==> config.mk <==
export PLATFORM = sky130hd
export DESIGN_NAME = hero_write_rx_flat
export DESIGN_NICKNAME = d
export VERILOG_FILES = /design/src/rtl/hero_write_rx_if.sv /design/src/rtl/hero_write_rx.sv /design/src/flat_wrapper.sv
export SDC_FILE = /design/constraint.sdc
export NUM_CORES = 1
export LEC_CHECK = 0
export CORE_ASPECT_RATIO = 1.4
export CORE_MARGIN = 2
export CORE_UTILIZATION = 30
export CTS_CLUSTER_DIAMETER = 50
export DETAILED_ROUTE_END_ITERATION = 7
export GPL_ROUTABILITY_DRIVEN = 0
export GPL_TIMING_DRIVEN = 0
export PLACE_DENSITY_LB_ADDON = 0.2
export RECOVER_POWER = 100
export SYNTH_ARGS = -nofsm -noshare
export SYNTH_HDL_FRONTEND = slang
export SYNTH_SLANG_ARGS = --single-unit
==> constraint.sdc <==
create_clock -name clk -period 4.3 [get_ports clk]
set_input_delay 0.645 -clock clk [delete_from_list [all_inputs] [get_ports clk]]
set_output_delay 0.645 -clock clk [all_outputs]
set_load 0.01 [all_outputs]
==> src/rtl/hero_write_rx_if.sv <==
// Hero write bus plus the downstream beat stream and status of hero_write_rx.
// HERO_WRITE_RX_STATS_EN adds the txn_cnt/drop_cnt statistics signals.
interface hero_write_rx_if #(
    parameter int HERO_WIDTH = 36
);
    logic [1:0]            hero_cycle_type;
    logic [HERO_WIDTH-1:0] hero_wdat;
    logic                  hero_clk_en;
    logic                  out_valid;
    logic                  out_ready;
    logic [HERO_WIDTH-1:0] out_data;
    logic                  out_last;
    logic                  drop_pulse;
    logic                  busy;
`ifdef HERO_WRITE_RX_STATS_EN
    logic [15:0]           txn_cnt;
    logic [15:0]           drop_cnt;

    modport master (
        output hero_cycle_type, hero_wdat, hero_clk_en, out_ready,
        input  out_valid, out_data, out_last, drop_pulse, busy, txn_cnt, drop_cnt
    );
    modport slave (
        input  hero_cycle_type, hero_wdat, hero_clk_en, out_ready,
        output out_valid, out_data, out_last, drop_pulse, busy, txn_cnt, drop_cnt
    );
`else
    modport master (
        output hero_cycle_type, hero_wdat, hero_clk_en, out_ready,
        input  out_valid, out_data, out_last, drop_pulse, busy
    );
    modport slave (
        input  hero_cycle_type, hero_wdat, hero_clk_en, out_ready,
        output out_valid, out_data, out_last, drop_pulse, busy
    );
`endif
endinterface

==> src/rtl/hero_write_rx.sv <==
// Store-and-forward receiver for the hero write bus: only complete transactions are released.
// Optional macro HERO_WRITE_RX_STATS_EN adds saturating txn_cnt/drop_cnt counters.
module hero_write_rx #(
    parameter int HERO_WIDTH = 36,
    parameter int DEPTH      = 16,
    parameter int MAX_BEATS  = 8
) (
    input  logic          clk,
    input  logic          rst,
    hero_write_rx_if.slave bus
);
    localparam int AW = $clog2(DEPTH);
    localparam int PW = AW + 1;
    localparam int CW = $clog2(MAX_BEATS + 1);

    typedef enum logic [1:0] {S_IDLE, S_ACTIVE, S_DROP} state_t;

    state_t              r_state;
    logic [PW-1:0]       r_wr_ptr;
    logic [PW-1:0]       r_commit_ptr;
    logic [PW-1:0]       r_rd_ptr;
    logic [CW-1:0]       r_beat_cnt;
    logic                r_drop_pulse;
    logic [HERO_WIDTH:0] r_mem [DEPTH];

    logic                w_is_valid;
    logic                w_is_done;
    logic                w_is_ill;
    logic                w_beat;
    logic [PW-1:0]       w_free;
    logic                w_drop;
    logic                w_wr_en;
    logic                w_out_valid;
    logic                w_rd_fire;
    logic [HERO_WIDTH:0] w_rd_entry;

    function automatic logic [15:0] sat_inc(input logic [15:0] v);
        return (v == 16'hFFFF) ? v : v + 16'd1;
    endfunction

    always_comb begin
        w_is_valid  = bus.hero_clk_en && (bus.hero_cycle_type == 2'd1);
        w_is_done   = bus.hero_clk_en && (bus.hero_cycle_type == 2'd2);
        w_is_ill    = bus.hero_clk_en && (bus.hero_cycle_type == 2'd3);
        w_beat      = w_is_valid || w_is_done;
        w_free      = PW'(DEPTH) - (r_wr_ptr - r_rd_ptr);
        // DROP swallows everything; a second illegal cycle there must not pulse again
        w_drop      = (r_state != S_DROP) &&
                      (w_is_ill || (w_beat && ((w_free == '0) ||
                       (r_state == S_ACTIVE && r_beat_cnt == CW'(MAX_BEATS)))));
        w_wr_en     = (r_state != S_DROP) && w_beat && !w_drop;
        w_out_valid = (r_rd_ptr != r_commit_ptr);
        w_rd_fire   = w_out_valid && bus.out_ready;
        w_rd_entry  = r_mem[r_rd_ptr[AW-1:0]];
    end

    always_ff @(posedge clk) begin
        if (w_wr_en) begin
            r_mem[r_wr_ptr[AW-1:0]] <= {w_is_done, bus.hero_wdat};
        end
    end

    always_ff @(posedge clk) begin
        if (rst) begin
            r_state      <= S_IDLE;
            r_wr_ptr     <= '0;
            r_commit_ptr <= '0;
            r_rd_ptr     <= '0;
            r_beat_cnt   <= '0;
            r_drop_pulse <= 1'b0;
        end else begin
            r_drop_pulse <= 1'b0;
            if (w_rd_fire) begin
                r_rd_ptr <= r_rd_ptr + PW'(1);
            end
            if (w_drop) begin
                r_wr_ptr     <= r_commit_ptr;
                r_drop_pulse <= 1'b1;
                r_beat_cnt   <= '0;
                r_state      <= w_is_done ? S_IDLE : S_DROP;
            end else if (w_wr_en) begin
                r_wr_ptr <= r_wr_ptr + PW'(1);
                if (w_is_done) begin
                    r_commit_ptr <= r_wr_ptr + PW'(1);
                    r_beat_cnt   <= '0;
                    r_state      <= S_IDLE;
                end else begin
                    r_beat_cnt <= r_beat_cnt + CW'(1);
                    r_state    <= S_ACTIVE;
                end
            end else if (r_state == S_DROP && w_is_done) begin
                r_state <= S_IDLE;
            end
        end
    end

    // Buffer contents are never reset, so the read port is masked when empty
    assign bus.out_valid  = w_out_valid;
    assign bus.out_data   = w_out_valid ? w_rd_entry[HERO_WIDTH-1:0] : '0;
    assign bus.out_last   = w_out_valid && w_rd_entry[HERO_WIDTH];
    assign bus.drop_pulse = r_drop_pulse;
    assign bus.busy       = (r_state != S_IDLE);

`ifdef HERO_WRITE_RX_STATS_EN
    logic [15:0] r_txn_cnt;
    logic [15:0] r_drop_cnt;

    always_ff @(posedge clk) begin
        if (rst) begin
            r_txn_cnt  <= '0;
            r_drop_cnt <= '0;
        end else begin
            if (w_wr_en && w_is_done) begin
                r_txn_cnt <= sat_inc(r_txn_cnt);
            end
            if (w_drop) begin
                r_drop_cnt <= sat_inc(r_drop_cnt);
            end
        end
    end

    assign bus.txn_cnt  = r_txn_cnt;
    assign bus.drop_cnt = r_drop_cnt;
`endif
endmodule
==> src/flat_wrapper.sv <==
// flat-port wrapper written by rule: the top's interface ports become plain ports
module hero_write_rx_flat 
#(
    parameter int HERO_WIDTH = 36,
    parameter int DEPTH      = 16,
    parameter int MAX_BEATS  = 8
)
  (clk, rst, bus_hero_cycle_type, bus_hero_wdat, bus_hero_clk_en, bus_out_ready, bus_out_valid, bus_out_data, bus_out_last, bus_drop_pulse, bus_busy);
  hero_write_rx_if #(.HERO_WIDTH(HERO_WIDTH)) bus_i ();
  input  logic clk;
  input  logic rst;
  input wire logic [$bits(bus_i.hero_cycle_type)-1:0] bus_hero_cycle_type;
  input wire logic [$bits(bus_i.hero_wdat)-1:0] bus_hero_wdat;
  input wire logic [$bits(bus_i.hero_clk_en)-1:0] bus_hero_clk_en;
  input wire logic [$bits(bus_i.out_ready)-1:0] bus_out_ready;
  output wire logic [$bits(bus_i.out_valid)-1:0] bus_out_valid;
  output wire logic [$bits(bus_i.out_data)-1:0] bus_out_data;
  output wire logic [$bits(bus_i.out_last)-1:0] bus_out_last;
  output wire logic [$bits(bus_i.drop_pulse)-1:0] bus_drop_pulse;
  output wire logic [$bits(bus_i.busy)-1:0] bus_busy;
  assign bus_i.hero_cycle_type = bus_hero_cycle_type;
  assign bus_i.hero_wdat = bus_hero_wdat;
  assign bus_i.hero_clk_en = bus_hero_clk_en;
  assign bus_i.out_ready = bus_out_ready;
  assign bus_out_valid = bus_i.out_valid;
  assign bus_out_data = bus_i.out_data;
  assign bus_out_last = bus_i.out_last;
  assign bus_drop_pulse = bus_i.drop_pulse;
  assign bus_busy = bus_i.busy;
  hero_write_rx #(.HERO_WIDTH(HERO_WIDTH), .DEPTH(DEPTH), .MAX_BEATS(MAX_BEATS)) u_core (.clk(clk), .rst(rst), .bus(bus_i));
endmodule
==> insert_results.sql, run 1 <==
INSERT INTO impl_metrics (metric_group, metric, value, unit) VALUES
('run_status', 'outcome', 'complete, no violations', ''),
('worst_setup_path', 'crit_path_launch_type', 'flop', ''),
('clocking', 'cts-hold-fix-buffers', '0', ''),
('die', 'ios', '82', ''),
('routing', 'routed_via_density', '4.85', ''),
('synthesis', 'postSynth.asyncResetShare', '0', ''),
('clocking', 'clock_tree_from_tritoncts', 'yes', ''),
('synthesis', 'synth.lib_cells_used.distinct', '48', ''),
('sta', 'crit_path_time_final', '4.13', 'ns'),
('synthesis', 'netlist_instances', '1054', ''),
('die', 'die_width', '243', 'µm'),
('worst_setup_path', 'critical_path_s_top_delay_family', 'buffers and inverters', ''),
('synthesis', 'post_synth_instance_area', '0.0241', 'mm²'),
('grt', 'number_of_global_route_vias_before_repair', '12400', ''),
('die', 'rows', '122', ''),
('finish', 'area_taken_by_multi_input_logic_gates', '0.00549', 'mm²'),
('worst_setup_path', 'max_stage_delay', '0.55', 'ns'),
('worst_setup_path', 'worstPathMaxFanout', '10', ''),
('worst_hold_path', 'hold_path_startpoint', 'u_core.r_beat_cnt[3]$_SDFFE_PP0P_', ''),
('worst_setup_path', 'cp_data_arrival_time', '3.49', 'ns'),
('clocking', 'tritoncts_buffers', '59', ''),
('die', 'initial_utilization', '0.304', ''),
('sta', 'rsz_0062_raised_after_global_routing', 'false', ''),
('grt', 'grt_start_max_net_pins', '38', ''),
('worst_hold_path', 'worst_hold_path.num_cells', '2', ''),
('sta', 'setup_slack', '0.168', 'ns'),
('worst_setup_path', 'timing.reg2reg.setup_slack', '0.31', 'ns'),
('worst_setup_path', 'reg2reg_to', 'u_core.r_mem[10][18]$_DFFE_PP_', ''),
('clocking', 'cts_num_sinks', '618', ''),
('worst_setup_path', 'critical_path.cell_chain', 'clkbuf_1 -> buf_6 -> buf_4 -> mux4_2 -> mux4_2 -> nor2b_1 -> clkdlybuf4s50_1', ''),
('sta', 'clock_skew_after_layout', '0.0410', 'ns'),
('routing', 'drt-wirelength-per-cell', '26.0', 'µm'),
('worst_setup_path', 'timing.rr.start', 'u_core.r_wr_ptr[3]$_SDFFE_PP0P_', ''),
('clocking', 'cts_setup_buffers', '0', ''),
('routing', 'detail_route.iter0.violations', '885', ''),
('sta', 'tightest_slew', '1.16', 'ns'),
('routing', 'drt.antenna.violating_nets', '0', ''),
('synthesis', 'syn-num-nets', '1111', ''),
('worst_setup_path', 'worstRegToRegCells', '11', ''),
('sta', 'hold-worst-slack', '0.517', 'ns'),
('placed_design', 'detailed_place_hpwl', '33.6', 'mm'),
('job', 'drv.max_cap_violation_count', '0', ''),
('placed_design', 'dp_worst_setup_slack', '0.142', 'ns'),
('worst_setup_path', 'crit_path_end_kind', 'primary output', ''),
('worst_setup_path', 'crit_top_cell', 'mux4_2', ''),
('die', 'die_outline_area', '0.0825', 'mm²'),
('worst_setup_path', 'cp_num_buf_inv', '4', ''),
('worst_setup_path', 'critical_path_class', 'reg -> out', ''),
('pwr', 'vdd_ir_drop_max', '0.319', 'mV'),
('worst_hold_path', 'min-delay-path-class', 'reg -> reg', ''),
('finish', 'drive_gt1_frac', '0.263', ''),
('grt', 'grt_util_all_layers', '0.147', ''),
('clocking', 'clock_path_buffers', '3', ''),
('grt', 'grt_overflow_total', '0', ''),
('finish', 'area.sequential', '0.0183', 'mm²'),
('synthesis', 'yosys_warnings', '0', ''),
('pwr', 'cellPowerDensity', '461', 'mW/mm²'),
('synthesis', 'seq_area_frac_synth', '0.760', ''),
('sta', 'rel_slew_slack', '0.227', ''),
('sta', 'fmax', '0.242', 'GHz'),
('worst_setup_path', 'critical_path_required', '3.65', 'ns'),
('clocking', 'worst_skew_pair.late_latency', '0.64', 'ns'),
('sta', 'report.final.setup_viol', '0', ''),
('routing', 'firstDrtPassIters', '4', ''),
('synthesis', 'synth_enable_flop_cells', '592', ''),
('placed_design', 'port_buffers', '81', ''),
('synthesis', 'synth-seq-cells', '618', ''),
('clocking', 'htreeDepth', '2', ''),
('finish', 'fillCellCount', '7294', ''),
('clocking', 'cts.root.buffer_cell', 'clkbuf_16', ''),
('finish', 'layout-area-overhead-vs-synth', '17.3', '%');
==> synth_stat cells (3+ instances only) <==
cell type  count  area (µm²)
nand4_1        5        31.3
mux4_2       185        4170
buf_4         10        75.1
nor4_1         3        18.8
nor3_1         5        25.0
nand3_1        7        35.0
o21ai_1        4        20.0
a21oi_1       11        55.1
dfxtp_1       26         521
o21a_1         3        22.5
xor2_1         9        78.8
a211oi_1       6        45.0
ha_1          14         175
buf_2          8        40.0
a31oi_1        3        18.8
xnor2_1        4        35.0
buf_6          4        45.0
inv_1         13        48.8
o31ai_1        3        22.5
edfxtp_1     592       17800
o211ai_1       5        37.5
nor2b_1       37         231
and3_1        13        81.3
clkbuf_1      31         116
and4_1         4        35.0
a32oi_1        4        35.0
nand2_1        4        15.0
nor2_1        16        60.1
==> layout by cell type, fill, tap and decap left out, types with 5 or more instances in the layout <==
| master | n |
|---|---|
| a211oi_1 | 6 |
| a21oi_1 | 11 |
| and3_4 | 8 |
| buf_4 | 7 |
| buf_6 | 7 |
| bufinv_16 | 5 |
| clkbuf_1 | 34 |
| clkbuf_16 | 59 |
| clkbuf_2 | 21 |
| clkdlybuf4s50_1 | 41 |
| clkinv_1 | 7 |
| clkinv_2 | 7 |
| dfxtp_1 | 26 |
| dlygate4sd3_1 | 40 |
| edfxtp_1 | 592 |
| ha_1 | 14 |
| inv_1 | 14 |
| mux4_2 | 185 |
| nand3_1 | 7 |
| nand4_1 | 5 |
| nor2_1 | 16 |
| nor2b_1 | 37 |
| nor3_1 | 5 |
| o211ai_1 | 5 |
| o21ai_0 | 6 |
| xor2_1 | 9 |
==> cell families after synthesis <==
logic type	Yosys count	share of synthesized area
AO/OA/AOI/OAI	47	0.0131
adder cells (fa/ha/maj)	15	0.00811
multiplexers	187	0.174
AND/OR/NAND/NOR	104	0.0250
buffers and inverters	69	0.0140
flip-flops	618	0.760
XOR/XNOR	14	0.00567
==> flip-flops by register name, indices dropped and copies added (netlist names), named ones only <==
register / flops
u_core.r_mem: 592
u_core.r_commit_ptr: 5
u_core.r_rd_ptr: 5
u_core.r_wr_ptr: 5
u_core.r_beat_cnt: 4
u_core.r_state: 2
u_core.bus.drop_pulse: 1
==> routing by layer <==
layer  routed length (µm)  share of wire  GRT usage
met5                   40        0.00067          0
met4                 1330          0.022     0.0385
met3                 2670          0.044     0.0275
met2                30600           0.51      0.255
met1                25400           0.42      0.188
==> worst max path at each step <==
stage                                          startpoint                             to  slack, ns  cells after the start
after floorplan           u_core.r_wr_ptr[1]$_SDFFE_PP0P_  u_core.r_mem[10][0]$_DFFE_PP_       0.84                     10
after global placement             bus_hero_cycle_type[0]  u_core.r_mem[6][12]$_DFFE_PP_      -0.92                      8
after detailed placement                             flop               bus_out_data[15]       0.14                      6
after CTS                 u_core.r_rd_ptr[1]$_SDFFE_PP0P_               bus_out_data[26]       0.01                      6
after global routing      u_core.r_wr_ptr[3]$_SDFFE_PP0P_  u_core.r_mem[10][3]$_DFFE_PP_       0.02                     11
final                                                flop                   bus_out_last       0.17                      7
==> worst reg2reg max path, stage by stage, from the launching register on <==
cell	delay [ns]
dfxtp_1	0.30
clkbuf_1	0.34
inv_1	0.14
ha_1	0.30
ha_1	0.32
a21oi_1	0.21
a21oi_1	0.12
o21a_1	0.32
nor2_2	0.29
clkbuf_1	0.33
and3_2	0.68
buf_12	0.29
==> final cells by class <==
cell class,count,area share
Sequential cell,618,0.648
Tap cell,1054,0.0467
Clock inverter,26,0.0101
Timing Repair Buffer,85,0.0311
Buffer,55,0.0115
Antenna cell,3,0.000266
Multi-Input combinational cell,367,0.194
Clock buffer,82,0.0564
Inverter,14,0.00186
==> power by group <==
group	switching, mW	internal (mW)	leakage (nW)
clock	2.27	2.89	0.914
sequential	0.0214	6.65	5.54
combinational	0.621	0.569	2.02
==> what timing repair did <==
action / CTS / global route
gates cloned: 0 / 0
endpoints found under the setup margin: 37 / 7
gates resized for setup: 20 / 9
==> through the flow <==
stage | std cells | setup TNS (ns) | instance area (µm²) | total power, mW
6_report | 2304 | 0 | 28200 | 13.0
3_5_place_dp | 2193 | 0 | 26300 | 8.04
4_1_cts | 2301 | 0 | 28200 | 13.2
2_1_floorplan | 1054 | 0 | 24100 | 7.51
5_1_grt | 2302 | 0 | 28200 | 13.5
3_3_place_gp | 2189 | -463.14 | 26200 | 8.02
Power figures use the tool's default switching activity.
==> inputs of run 2 (changes only) <==
SKIP_CTS_REPAIR_TIMING = 1   (was unset)
SLEW_MARGIN = 20   (was unset)
==> insert_results.sql, run 2 (synthesis results as in run 1) <==
INSERT INTO impl_metrics (metric_group, metric, value, unit) VALUES
('grt', 'grt_util_all_layers', '0.147', ''),
('clocking', 'clock_path_buffers', '3', ''),
('sta', 'period_share', '0.965', ''),
('worst_setup_path', 'critical_path.cell_chain', 'clkdlybuf4s15_1 -> mux4_2 -> nor2b_1 -> clkdlybuf4s50_1', ''),
('die', 'die_width', '243', 'µm'),
('die', 'ios', '82', ''),
('sta', 'finalMaxSlewViolations', '0', ''),
('sta', 'rsz_0062_raised_after_global_routing', 'false', ''),
('pwr', 'power.share.switching', '0.224', ''),
('pwr', 'vdd_ir_drop_max', '0.270', 'mV'),
('worst_setup_path', 'timing.rr.start', 'u_core.r_wr_ptr[2]$_SDFFE_PP0P_', ''),
('clocking', 'worst_skew_pair.late_latency', '0.62', 'ns'),
('die', 'rows', '122', ''),
('routing', 'total_wire_length', '60.2', 'mm'),
('grt', 'initial_antenna_violation_count', '10', ''),
('pwr', 'cellPowerDensity', '460', 'mW/mm²'),
('routing', 'routed_via_density', '4.88', ''),
('grt', 'grt_overflow_total', '0', ''),
('pwr', 'clock_power_share', '0.398', ''),
('worst_setup_path', 'cp_data_arrival_time', '3.50', 'ns'),
('worst_setup_path', 'cpMaxStageDelayCell', 'dfxtp_1', ''),
('clocking', 'tritoncts_buffers', '59', ''),
('worst_setup_path', 'critical_path_required', '3.65', 'ns'),
('worst_setup_path', 'crit_path_end_kind', 'primary output', ''),
('finish', 'utilization', '0.358', ''),
('sta', 'hold_viol', '0', ''),
('grt', 'grt_start_max_net_pins', '32', ''),
('finish', 'drive_gt1_frac', '0.264', ''),
('worst_setup_path', 'cp_num_buf_inv', '2', ''),
('sta', 'rel_slew_slack', '0.168', ''),
('routing', 'detail_route.iter0.violations', '817', ''),
('finish', 'design_area', '0.0284', 'mm²'),
('die', 'fp.coreArea', '0.0792', 'mm²'),
('routing', 'drt-wirelength-per-cell', '26.0', 'µm'),
('placed_design', 'place.detailed.instances', '2205', ''),
('finish', 'layout.cells.most_common_list', 'edfxtp_1, mux4_2, clkbuf_16, clkdlybuf4s50_1, dlygate4sd3_1', ''),
('worst_hold_path', 'hold_path_startpoint', 'u_core.r_beat_cnt[3]$_SDFFE_PP0P_', ''),
('finish', 'stdcell_count', '2315', ''),
('worst_setup_path', 'max_stage_delay', '0.81', 'ns'),
('worst_hold_path', 'worst_hold_path.num_cells', '2', ''),
('worst_setup_path', 'crit_path_launch_type', 'flop', ''),
('run_status', 'outcome', 'complete, no violations', ''),
('worst_setup_path', 'reg2reg_to', 'u_core.r_mem[7][12]$_DFFE_PP_', ''),
('pwr', 'leak_pwr', '8.56', 'nW'),
('die', 'die_outline_area', '0.0825', 'mm²'),
('job', 'drv.max_cap_violation_count', '0', ''),
('placed_design', 'detailed_place.area', '0.0266', 'mm²'),
('grt', 'grt_pass1_wl', '87.6', 'mm'),
('routing', 'dr_total_vias', '11300', ''),
('sta', 'fmax', '0.241', 'GHz'),
('die', 'initial_utilization', '0.304', ''),
('clocking', 'cts_num_sinks', '618', ''),
('worst_hold_path', 'holdPathEnd', 'u_core.r_beat_cnt[3]$_SDFFE_PP0P_', ''),
('worst_setup_path', 'critical_path_s_top_delay_family', 'buffers and inverters', ''),
('grt', 'grtUsageMet2', '0.252', ''),
('sta', 'clock_skew_after_layout', '0.0130', 'ns'),
('clocking', 'clk_pin_slew_worst_paths', '0.07', 'ns'),
('die', 'floorplan.die.height', '339', 'µm'),
('sta', 'report.final.setup_viol', '0', ''),
('finish', 'nNetsFinal', '1268', ''),
('routing', 'drt.antenna.violating_nets', '0', ''),
('pwr', 'p_sw', '2.93', 'mW'),
('pwr', 'power_frac_comb', '0.091', ''),
('pwr', 'share_seq_of_total_power', '0.511', ''),
('routing', 'remaining_drc_errors', '0', ''),
('finish', 'layout_commonest_cell', 'edfxtp_1', ''),
('worst_setup_path', 'timing.reg2reg.setup_slack', '0.25', 'ns'),
('grt', 'number_of_global_route_vias_before_repair', '12400', ''),
('clocking', 'clock_tree_from_tritoncts', 'yes', ''),
('clocking', 'htreeDepth', '2', ''),
('pwr', 'internal_power', '10.1', 'mW'),
('worst_setup_path', 'critical_path_class', 'reg -> out', ''),
('worst_setup_path', 'worstPathMaxFanout', '10', ''),
('routing', 'firstDrtPassIters', '4', ''),
('finish', 'layout-area-overhead-vs-synth', '17.9', '%'),
('worst_hold_path', 'min-delay-path-class', 'reg -> reg', ''),
('worst_setup_path', 'worstRegToRegCells', '11', ''),
('sta', 'crit_path_time_final', '4.15', 'ns'),
('placed_design', 'detailed_place_hpwl', '35.2', 'mm'),
('grt', 'met3_usage', '0.0289', ''),
('finish', 'largest_register_ff_count', '592', ''),
('grt', 'gr-max-usage-layer', 'met2', ''),
('sta', 'tightest_slew', '1.25', 'ns'),
('grt', 'grt_util_met1', '0.189', ''),
('placed_design', 'port_buffers', '81', ''),
('clocking', 'cts.root.buffer_cell', 'clkbuf_16', '');
## run 2: cell count changes in the layout (fill, tap and decap cells not counted), moves of 4 or more
| cell | previous run | this run |
|---|---|---|
| and3_1 | 2 | 6 |
| and3_4 | 8 | 3 |
| and4_1 | 0 | 4 |
| and4_4 | 4 | 0 |
| buf_6 | 7 | 14 |
| clkbuf_1 | 34 | 28 |
| clkinv_1 | 7 | 12 |
## run 2: worst min-delay path, cell delays in order (launching register included)
cell	delay [ns]
dfxtp_1	0.33
o31ai_1	0.07
a211oi_1	0.07
## run 2: metal layers
metal / wire [µm] / up-vias
met3: 2800 / 99
li1: - / 4788
met5: 23 / -
met2: 30500 / 261
met1: 25300 / 6144
met4: 1470 / 4
## run 2: area by class of cell
type,count,area (µm²)
flip-flops and latches,618,18300
well taps,1054,1320
plain buffers,54,317
fillers,7262,50800
clock buffers,73,1540
clock inverters,36,365
inverters,14,52.6
multi-input cells,367,5450
diodes,2,5.00
repair buffers,97,1040
## run 2: how the worst max path moves through the flow
stage	start	endpoint	slack (ns)	depth (start not counted)
after floorplan	u_core.r_wr_ptr[1]$_SDFFE_PP0P_	u_core.r_mem[10][0]$_DFFE_PP_	0.84	10
after global placement	bus_hero_cycle_type[0]	u_core.r_mem[6][12]$_DFFE_PP_	-0.92	8
after detailed placement	flop	bus_out_data[15]	0.10	6
after CTS	flop	bus_out_data[15]	-0.57	6
after global routing	flop	bus_out_data[26]	0.004	7
final	flop	bus_out_data[15]	0.15	4
## run 2: power groups by stage
stage	clock, mW	combinational, mW	sequential (mW)
6_report	5.20	1.19	6.67
5_1_grt	5.52	1.29	6.67
4_1_cts	5.34	1.25	6.67
3_5_place_dp	0	1.25	6.80
3_3_place_gp	0	1.22	6.81
2_1_floorplan	0	0.716	6.80
## run 2: stage by stage
step	power [mW]	TNS, ns	worst slack (ns)	hold slack [ns]
floorplan	7.51	0	0.840	0.462
global placement	8.02	-463.14	-0.917	0.485
detailed placement	8.05	0	0.104	0.504
CTS	13.3	-16.49	-0.571	0.516
global route	13.5	0	0.00431	0.550
finish	13.1	0	0.151	0.519
